**config.mk**
```make
export PLATFORM = sky130hd
export DESIGN_NAME = instr_sequencer
export DESIGN_NICKNAME = d
export VERILOG_FILES = /design/src/rtl/instr_sequencer.sv
export SDC_FILE = /design/constraint.sdc
export NUM_CORES = 1
export LEC_CHECK = 0
export BUFFER_PORTS_ARGS = -buffer_cell sky130_fd_sc_hd__buf_2
export CAP_MARGIN = 20
export CORE_AREA = 2 2 63 47
export DETAILED_ROUTE_END_ITERATION = 6
export DIE_AREA = 0 0 65 49
export GPL_ROUTABILITY_DRIVEN = 0
export PLACE_DENSITY = 0.5
export SLEW_MARGIN = 5
export SYNTH_ARGS = -nofsm -noshare
export SYNTH_HDL_FRONTEND = slang
export SYNTH_SLANG_ARGS = --single-unit
```
**constraint.sdc**
```tcl
create_clock -name clk1 -period 1.4 [get_ports clk1]
set_input_delay 0 -clock clk1 [delete_from_list [all_inputs] [get_ports clk1]]
set_output_delay 0 -clock clk1 [all_outputs]
set_load 0.005 [all_outputs]
```
**src/rtl/instr_sequencer.sv**
```systemverilog
// Eight-phase instruction sequencer: steps S0..S7 for each instruction and drives
// registered fetch, PC, memory, data-bus and accumulator strobes from the IR opcode.
module instr_sequencer #(
  parameter bit SKZ_NEED_VALID = 1'b1
) (
  input  logic       clk1,
  input  logic       rst,
  input  logic       start,
  input  logic [2:0] opcode,
  input  logic       zero,
  input  logic       acc_valid,
  output logic       inc_pc,
  output logic       load_ir,
  output logic       rd,
  output logic       wr,
  output logic       load_acc,
  output logic       load_pc,
  output logic       datactl_ena,
  output logic       halt,
  output logic [3:0] phase
);

  localparam logic [2:0] OP_HLT  = 3'b000;
  localparam logic [2:0] OP_SKZ  = 3'b001;
  localparam logic [2:0] OP_ADD  = 3'b010;
  localparam logic [2:0] OP_ANDD = 3'b011;
  localparam logic [2:0] OP_XORR = 3'b100;
  localparam logic [2:0] OP_LDA  = 3'b101;
  localparam logic [2:0] OP_STO  = 3'b110;
  localparam logic [2:0] OP_JMP  = 3'b111;

  typedef enum logic [3:0] {
    S0 = 4'd0, S1 = 4'd1, S2 = 4'd2, S3 = 4'd3,
    S4 = 4'd4, S5 = 4'd5, S6 = 4'd6, S7 = 4'd7,
    IDLE = 4'd8, HALT = 4'd9
  } state_t;

  state_t state_q, state_d;
  logic inc_pc_q, load_ir_q, rd_q, wr_q, load_acc_q, load_pc_q, datactl_ena_q, halt_q;
  logic inc_pc_d, load_ir_d, rd_d, wr_d, load_acc_d, load_pc_d, datactl_ena_d, halt_d;
  logic alu_op, is_sto, is_jmp, skz_take;

  assign alu_op   = (opcode == OP_ADD) || (opcode == OP_ANDD) ||
                    (opcode == OP_XORR) || (opcode == OP_LDA);
  assign is_sto   = (opcode == OP_STO);
  assign is_jmp   = (opcode == OP_JMP);
  assign skz_take = (opcode == OP_SKZ) && zero && (acc_valid || !SKZ_NEED_VALID);

  always_comb begin
    state_d = state_q;
    case (state_q)
      IDLE, HALT: if (start) state_d = S0;
      S0:      state_d = S1;
      S1:      state_d = S2;
      S2:      state_d = S3;
      S3:      state_d = (opcode == OP_HLT) ? HALT : S4;
      S4:      state_d = S5;
      S5:      state_d = S6;
      S6:      state_d = S7;
      S7:      state_d = S0;
      default: state_d = IDLE;
    endcase
  end

  // Outputs are decoded from the state being entered so they line up with phase.
  always_comb begin
    inc_pc_d      = 1'b0;
    load_ir_d     = 1'b0;
    rd_d          = 1'b0;
    wr_d          = 1'b0;
    load_acc_d    = 1'b0;
    load_pc_d     = 1'b0;
    datactl_ena_d = 1'b0;
    halt_d        = 1'b0;
    case (state_d)
      S0, S1: begin
        rd_d      = 1'b1;
        load_ir_d = 1'b1;
        inc_pc_d  = 1'b1;
      end
      S3: inc_pc_d = (opcode != OP_HLT);
      S4: begin
        rd_d          = alu_op;
        load_pc_d     = is_jmp;
        datactl_ena_d = is_sto;
      end
      S5: begin
        if (alu_op) begin
          rd_d       = 1'b1;
          load_acc_d = 1'b1;
        end else if (is_sto) begin
          datactl_ena_d = 1'b1;
          wr_d          = 1'b1;
        end else if (is_jmp) begin
          load_pc_d = 1'b1;
          inc_pc_d  = 1'b1;
        end else begin
          inc_pc_d = skz_take;
        end
      end
      S6: begin
        rd_d          = alu_op;
        datactl_ena_d = is_sto;
      end
      S7:      inc_pc_d = skz_take;
      HALT:    halt_d = 1'b1;
      default: ;
    endcase
  end

  always_ff @(posedge clk1) begin
    if (rst) begin
      state_q       <= IDLE;
      inc_pc_q      <= 1'b0;
      load_ir_q     <= 1'b0;
      rd_q          <= 1'b0;
      wr_q          <= 1'b0;
      load_acc_q    <= 1'b0;
      load_pc_q     <= 1'b0;
      datactl_ena_q <= 1'b0;
      halt_q        <= 1'b0;
    end else begin
      state_q       <= state_d;
      inc_pc_q      <= inc_pc_d;
      load_ir_q     <= load_ir_d;
      rd_q          <= rd_d;
      wr_q          <= wr_d;
      load_acc_q    <= load_acc_d;
      load_pc_q     <= load_pc_d;
      datactl_ena_q <= datactl_ena_d;
      halt_q        <= halt_d;
    end
  end

  assign inc_pc      = inc_pc_q;
  assign load_ir     = load_ir_q;
  assign rd          = rd_q;
  assign wr          = wr_q;
  assign load_acc    = load_acc_q;
  assign load_pc     = load_pc_q;
  assign datactl_ena = datactl_ena_q;
  assign halt        = halt_q;
  assign phase       = state_q;

endmodule

```
Word level (Yosys, flattened, before mapping)
Cells that the tools add are included.
{"block": "word_totals", "register_bits": 12, "elab_cells": 64, "input_bits": 8}
{"block": "op_classes", "eq_ne": 23, "bitwise": 1, "muxes": 18, "n_reduce_logical": 13}
{"cell": "$pmux W4 S9", "count": 1}
{"cell": "$eq A4 B3 Y1 const B", "count": 8}
{"cell": "$eq A3 B3 Y1 const B", "count": 4}
{"cell": "$eq A4 B2 Y1 const B", "count": 3}
{"cell": "$eq A4 B4 Y1 const B", "count": 3}
{"cell": "$mux W1", "count": 11}
{"cell": "$eq A4 B1 Y1 const B", "count": 2}
{"cell": "$logic_not A4 Y1", "count": 2}
{"cell": "$mux W4", "count": 2}
{"cell": "$reduce_or A2 Y1", "count": 4}
{"cell": "$eq A3 B2 Y1 const B", "count": 2}
{"cell": "$pmux W1 S2", "count": 2}
{"cell": "$pmux W1 S4", "count": 1}
{"cell": "$eq A3 B1 Y1 const B", "count": 1}
{"cell": "$logic_not A3 Y1", "count": 1}
{"cell": "$logic_or A1 B1 Y1", "count": 3}
{"cell": "$pmux W1 S3", "count": 1}
{"cell": "$reduce_bool A3 Y1", "count": 1}
{"cell": "$logic_and A1 B1 Y1", "count": 2}
{"cell": "$not A1 Y1", "count": 1}

Logic depth before layout (Yosys ltp)
Gate-level depths: netlist (run 1).
{"block": "logic_depth", "word_depth": 7, "mapped_depth": 5}

Worst setup path before layout (run 1)
No wires, ideal clock.
{"block": "synth_timing", "path_kind": "register -> register", "startpoint": "reg state_q[1], in the netlist phase[1]", "endpoint": "reg halt_q, in the netlist halt", "slack_ns": 0.104, "setup_ns": 0.088, "path_stages_with_launch": 5, "period_less_slack_ns": 1.296, "arrival_time_ns": 1.209, "cell_sequence": "dfxtp_1 buf_2 nand2_1 o32a_4 nor4_4"}
{"block": "synth_between", "elab_chain_cells": 5, "word_cells_on_any_way": 15, "cone_classes": "10 x eq/ne; 3 x mux; 2 x reduce/logical"}
{"element": "start, declared", "line_no": "38", "source": "state_t state_q, state_d;"}
{"element": "start signal, assigned", "line_no": "123", "source": "state_q <= state_d;"}
{"element": "$eq A4 B4 Y1", "line_no": "51", "source": "case (state_q)"}
{"element": "$reduce_or A2 Y1", "line_no": "51"}
{"element": "$pmux W4 S9 *", "line_no": "51"}
{"element": "$eq A4 B4 Y1 *", "line_no": "75", "source": "case (state_d)"}
{"element": "$mux W1 *", "line_no": "75"}
{"element": "end signal, assigned", "line_no": "131", "source": "halt_q <= halt_d;"}
{"element": "end, declared", "line_no": "39", "source": "logic inc_pc_q, load_ir_q, rd_q, wr_q, load_acc_q, load_pc_q, datactl_ena_q, halt_q;"}
Every way passes the cells marked *; elsewhere a longest branch is shown, timed or not.
A chain may end at the register's enable or synchronous reset.

Worst setup path after layout (run 1)
{"block": "layout_timing", "startpoint": "reg state_q[1], in the netlist phase[1]", "endpoint": "reg inc_pc_q, in the netlist inc_pc"}
{"block": "layout_between", "elab_chain_cells": 6, "word_cells_on_any_way": 20, "cone_classes": "13 x eq/ne; 3 x mux; 4 x reduce/logical"}
{"element": "$eq A4 B4 Y1", "line_no": "51"}
{"element": "$reduce_or A2 Y1", "line_no": "51"}
{"element": "$pmux W4 S9 *", "line_no": "51"}
{"element": "$eq A4 B1 Y1 or $logic_not A4 Y1 (tied branches)", "line_no": "75"}
{"element": "$reduce_or A2 Y1", "line_no": "75"}
{"element": "$pmux W1 S4 *", "line_no": "75"}
{"element": "end signal, assigned", "line_no": "124", "source": "inc_pc_q <= inc_pc_d;"}
{"element": "end, declared", "line_no": "39"}
Marks and branches as above.

==> metrics.cfg, run 1 <==
[detailed_routing]
finalWirelength_um=1640
firstDrtPassIters=4
vias_per_cell=4.49
drtIter0Drc=24
vias=584
drc=0
ant_nets=0
wl_per_cell_um=12.6

[clock_network]
cts_buffers=3
clk_latency_ps=240
cts_root_buffer=clkbuf_8
clkTransAtPathRegs_ps=60
post_cts_buffers=0
cts_max_path_buffers=2
cts_tree=built
cts_hold_buf=0
cts.sinks=12
htreeDepth=1

[worst_setup_path]
cp-start-kind=flip-flop
critPathKind=reg -> reg
r2r_slack_ps=100
rr_startpoint=phase[1]$_SDFF_PP0_
arrival_ps=1470
required_ps=1560
worst-r2r-cell-count=4
r2r-end=inc_pc$_SDFF_PP0_
critPathMaxFanout=9
critical_path.endpoint_type=flip-flop

[sta]
fin_ws_ps=97.0
relSlewSlack_pct=73.9
finClkSkew_ps=1.39
finalCritPeriodShare_pct=93.1
tightest_slew_ps=388
final-setup-viol-count=0
fmax_mhz=767
final.min_clock_period_ps=1300
final_max_slew_viol_count=0
final_hold_viol_count=0
fin_setup_tns_ps=0

[place]
dpl_worst_slack_ps=-5.44
io_buffers=19
place_hpwl_um=1240
post_dp_cell_area_um2=810

[die]
initial_core_util_pct=22.4
boundaryPins=20
dieArea_mm2=0.00319
coreArea_mm2=0.00262
rows=16
die_h_um=49
die_x_um=65

[yosys]
synthesis.area_um2=588
avgSynthCellArea_um2=9.33
syn-num-nets=71
synth_cells=63
ys_types=30
synth.yosys.seq_area_share_pct=40.9
synth_seq_cells=12
ys.warnings.count=0

[cells_and_area]
final_nets=103
area_growth_pct=51.3
post_route_cells_drive_above_1_share_pct=51.1
final_cell_area_um2=890
antennaDiodeCount=0
multi_input_area_um2=340
register_area_um2=244
fillCellCount=285

[run]
cap_viol_max_count=0

[min_path]
holdPathStages=2
worstHoldEndpoint=halt$_SDFF_PP0_
worstHoldStart=rst
hold_class=in -> reg

[global_route]
track_usage_pct=11.0
antenna_found_initial=0
grt_max_degree=13
grt_pass1_vias=541
overflow=0
grt_first_pass_wirelength_um=2660

[run_status]
status=finished clean

[power]
p_leak_nw=0.385
vdd_drop_max_v=0.000523
p_per_area_mw_per_mm2=1010
power.total_w=0.000895

[kinds of logic (layout without fill, tap and decap cells)]
logic type	Yosys count	count (layout)	share of synthesized area, %
AND/OR/NAND/NOR	28	28	30.2
flip-flops	12	12	40.9
XOR/XNOR	2	2	2.98
buffers and inverters	6	37	4.89
AO/OA/AOI/OAI	15	15	21.1
[layout make-up]
cell class | count | share of cell area [%]
inverters | 2 | 0.844
repair buffers | 31 | 22.2
multi-input cells | 45 | 38.3
flip-flops and latches | 12 | 27.4
clock buffers | 4 | 6.19
well taps | 36 | 5.06
[synthesized netlist by cell type]
master      n  share of area (%)
nor4_4      1                3.6
nor3_1      4                3.4
nand3b_1    1                1.3
a211oi_1    1                1.3
nor3b_1     1                1.3
and2_1      1                1.1
buf_2       2                1.7
or3_1       1                1.1
a31oi_1     2                2.1
buf_1       1               0.64
nor4_1      2                2.1
nand2_1     4                2.6
nand3_1     1               0.85
nand2b_4    1                2.3
or3b_1      1                1.5
nor4_2      1                2.1
nand2b_1    1                1.1
o2111ai_1   1                1.5
o21ai_1     1               0.85
dfxtp_1    12                 41
inv_1       2                1.3
a21oi_1     2                1.7
xnor2_1     2                3.0
nor4b_1     1                1.5
o31ai_1     5                6.4
o32a_2      1                1.9
nor2_1      7                4.5
o22a_1      1                1.5
o32a_4      1                3.8
buf_4       1                1.3
[cells in the final DEF (no fill, tap or decap), drive strengths merged, types with 2 or more instances in the layout]
cell type,synthesis,routed
inv,2,2
buf,4,31
o32a,2,2
nor2,7,7
nor4,4,4
nand2,4,4
dfxtp,12,12
nand2b,2,2
a21oi,2,2
xnor2,2,2
clkbuf,0,4
o31ai,5,5
nor3,4,4
a31oi,2,2
[report_power, final]
group / internal [W] / switching (W)
clock network: 0.000249 / 0.000136
logic: 0.0000710 / 0.0000707
registers: 0.000357 / 0.0000118
total: 0.000676 / 0.000219
[registers in the layout (all words and copies together), names as in the netlist]
register and flops:
phase 4, rd 1, wr 1, load_ir 1
inc_pc 1, datactl_ena 1, load_acc 1, load_pc 1
halt 1
[worst max path at each step]
stage,start,endpoint,slack [ps],cells past startpoint
after floorplan,phase[1]$_SDFF_PP0_,halt$_SDFF_PP0_,100,4
after global placement,phase[1]$_SDFF_PP0_,inc_pc$_SDFF_PP0_,50,4
after detailed placement,phase[1]$_SDFF_PP0_,inc_pc$_SDFF_PP0_,-5,3
after CTS,phase[1]$_SDFF_PP0_,rd$_SDFF_PP0_,3,4
after global routing,phase[1]$_SDFF_PP0_,inc_pc$_SDFF_PP0_,-2,4
final,phase[1]$_SDFF_PP0_,inc_pc$_SDFF_PP0_,100,4
[worst max-delay path, cell delays in order (launching register included)]
cell     delay [ps]
dfxtp_2         360
or3b_4          410
a21oi_2         150
nand3_1         100
o31ai_2         200
[stage by stage]
step	hold slack [ps]	util (%)	cells
2_1_floorplan	71.0	-	63
3_3_place_gp	299	30.9	126
3_5_place_dp	311	30.9	126
4_1_cts	49.1	33.2	130
5_1_grt	66.1	33.9	130
6_report	68.8	33.9	130
[per-layer routing]
metal  part of all wire, %  vias to the layer above  GRT usage, %
met5                     0                        -             0
met4                  0.37                        0          2.48
met3                   8.1                        2          5.31
met2                    40                       23          14.3
met1                    52                      262          16.0
li1                      -                      297             -
[repair_timing]
item / 4_1_cts / 5_1_grt
endpoints found under the setup margin: 1 / 10
resized for setup: 1 / 7
hold endpoints to repair: 0 / 0
pin swaps: 0 / 1
Note: power is estimated with default switching activity, not from simulation.
==> run 2: changes to the inputs <==
--- a/config.mk
+++ b/config.mk
@@ -11,7 +11,8 @@
 export DETAILED_ROUTE_END_ITERATION = 6
 export DIE_AREA = 0 0 65 49
 export GPL_ROUTABILITY_DRIVEN = 0
-export PLACE_DENSITY = 0.5
+export PLACE_DENSITY = 0.51
+export SKIP_CTS_REPAIR_TIMING = 1
 export SLEW_MARGIN = 5
 export SYNTH_ARGS = -nofsm -noshare
 export SYNTH_HDL_FRONTEND = slang
==> constraint.sdc (replaced) <==
create_clock -name clk1 -period 1.1 [get_ports clk1]
set_input_delay 0 -clock clk1 [delete_from_list [all_inputs] [get_ports clk1]]
set_output_delay 0 -clock clk1 [all_outputs]
set_load 0.005 [all_outputs]
==> run 2 against run 1 <==
  * The run now ends with negative setup slack left
  * Cell area grew 17%
  * Via count grew 7.4%
  * Combinational power grew 51%
  * Largest power group unchanged
  * Critical path type unchanged
  * Hold slack lost 5.3 ps
  * Worst setup slack lost 290 ps
==> metrics.cfg, run 2 (same netlist as run 1, synthesis figures left out) <==
[run_status]
status=finished, violations left
violations=negative setup slack

[clock_network]
cts_max_path_buffers=2  ; unchanged
cts_buffers=3  ; unchanged
clk_latency_ps=250  ; about the same
clkTransAtPathRegs_ps=60  ; about the same
htreeDepth=1  ; unchanged
cts.sinks=12  ; unchanged
cts_tree=built
cts_root_buffer=clkbuf_8

[worst_setup_path]
required_ps=1260  ; -300 ps
crit_chain=or3b_4, a21oi_4, nand3_2, o31ai_1
worst-r2r-cell-count=4  ; unchanged
critPathKind=reg -> reg
path_buf_inv=0  ; unchanged
critPathMaxFanout=6  ; -3
arrival_ps=1450  ; -20 ps
crit_family=simple AND/OR/NAND/NOR gates
r2r_slack_ps=-190  ; -290 ps
cp-start-kind=flip-flop
cp.depth=4  ; unchanged
critical_path.endpoint_type=flip-flop
critPathSlowestCell=or3b_4
r2r-end=inc_pc$_SDFF_PP0_
rr_startpoint=phase[1]$_SDFF_PP0_
slowest_delay_ps=380  ; -30 ps

[die]
die_x_um=65  ; unchanged
coreArea_mm2=0.00262  ; unchanged
initial_core_util_pct=22.4  ; unchanged
die_h_um=49  ; unchanged
dieArea_mm2=0.00319  ; unchanged
rows=16  ; unchanged
boundaryPins=20  ; unchanged

[cells_and_area]
post_route_cells_drive_above_1_share_pct=65.3  ; +14 points
largest_reg_flops=4  ; unchanged
final_common_cell=buf_2
final_nets=110  ; +6.8%
antennaDiodeCount=0  ; unchanged
area_growth_pct=76.4
final_cell_area_mm2=0.00104  ; +17%
layout_common_cells=19 x buf_2, 17 x buf_4, 8 x dfxtp_1, 6 x nor2_1

[power]
vdd_drop_max_v=0.000304  ; -42%
p_per_area_mw_per_mm2=1140  ; +13%
p_leak_nw=0.436  ; +13%

[sta]
finClkSkew_ps=4.06  ; +2.67 ps
relSlewSlack_pct=72.8  ; -1.2 points
final_max_slew_viol_count=0  ; unchanged
final_hold_viol_count=0  ; unchanged
rsz0062_at_grt=true
final-setup-viol-count=10  ; +10
finalCritPeriodShare_pct=117  ; +24 points
tightest_slew_ps=408  ; +19.1 ps
fmax_mhz=775  ; +1.0%
final.min_clock_period_ps=1290  ; -13.1 ps
fin_ws_ps=-190  ; -287 ps

[min_path]
holdPathStages=2  ; unchanged
hold_class=in -> reg
worstHoldEndpoint=phase[0]$_SDFF_PP0_
worstHoldStart=rst

[run]
cap_viol_max_count=0  ; unchanged

[place]
dpl_worst_slack_ps=-166  ; -161 ps
io_buffers=19  ; unchanged
post_dp_cell_area_um2=855  ; +5.6%
place_hpwl_um=1220  ; -2.1%

[global_route]
antenna_found_initial=0  ; unchanged
grt_pass1_vias=550  ; +1.7%
grt_max_degree=13  ; unchanged
track_usage_pct=10.4  ; -0.56 points
overflow=0  ; unchanged
grt_first_pass_wirelength_um=2520  ; -5.2%

[detailed_routing]
vias=627  ; +7.4%
wl_per_cell_um=12.7  ; +1.0%
drc=0  ; unchanged
firstDrtPassIters=4  ; unchanged
finalWirelength_um=1740  ; +6.5%
ant_nets=0  ; unchanged
drtIter0Drc=20  ; -17%
vias_per_cell=4.58  ; +1.9%

## run 2: changes by cell type in the layout (fill, tap and decap cells not counted), sizes merged
cell  before  now
buf       31   38
## run 2: layout make-up
type	count	area, um^2
Clock buffer	4	55.1
Fill cell	261	1590
Inverter	2	7.51
Multi-Input combinational cell	45	432
Sequential cell	12	253
Tap cell	36	45.0
Timing Repair Buffer	38	245
## run 2: worst max path at each step
stage	slack (ps)	endpoint	from
2_1_floorplan	-100	halt$_SDFF_PP0_	phase[0]$_SDFF_PP0_
3_3_place_gp	-160	halt$_SDFF_PP0_	opcode[1]
3_5_place_dp	-170	halt$_SDFF_PP0_	opcode[1]
4_1_cts	-180	halt$_SDFF_PP0_	phase[3]$_SDFF_PP1_
5_1_grt	-250	inc_pc$_SDFF_PP0_	phase[1]$_SDFF_PP0_
6_report	-190	inc_pc$_SDFF_PP0_	phase[1]$_SDFF_PP0_
## run 2: metrics by stage
stage | TNS, ps | hold slack, ps | instances | total power, W | util (%)
final | -1280 | 63.5 | 137 | 0.00118 | 39.6
after global routing | -1750 | 85.6 | 137 | 0.00123 | 39.6
after CTS | -850 | 40.7 | 135 | 0.00116 | 34.7
after detailed placement | -700 | 305 | 131 | 0.000662 | 32.6
after global placement | -739 | 313 | 131 | 0.000664 | 32.6
after floorplan | -233 | 65.0 | 63 | 0.000571 | -
## run 2: power breakdown
part / total, W / internal, W / switching [W]
combinational: 0.000215 / 0.000113 / 0.000103
clock: 0.000496 / 0.000317 / 0.000179
sequential: 0.000470 / 0.000450 / 0.0000203
total: 0.00118 / 0.000880 / 0.000302
## run 2: metal layers
metal / track usage (%) / up-vias / routed length [um]
li1: - / 312 / -
met1: 14.4 / 299 / 845
met2: 14.8 / 13 / 810
met3: 3.46 / 3 / 60
met4: 4.26 / 0 / 25
met5: 0 / - / 0
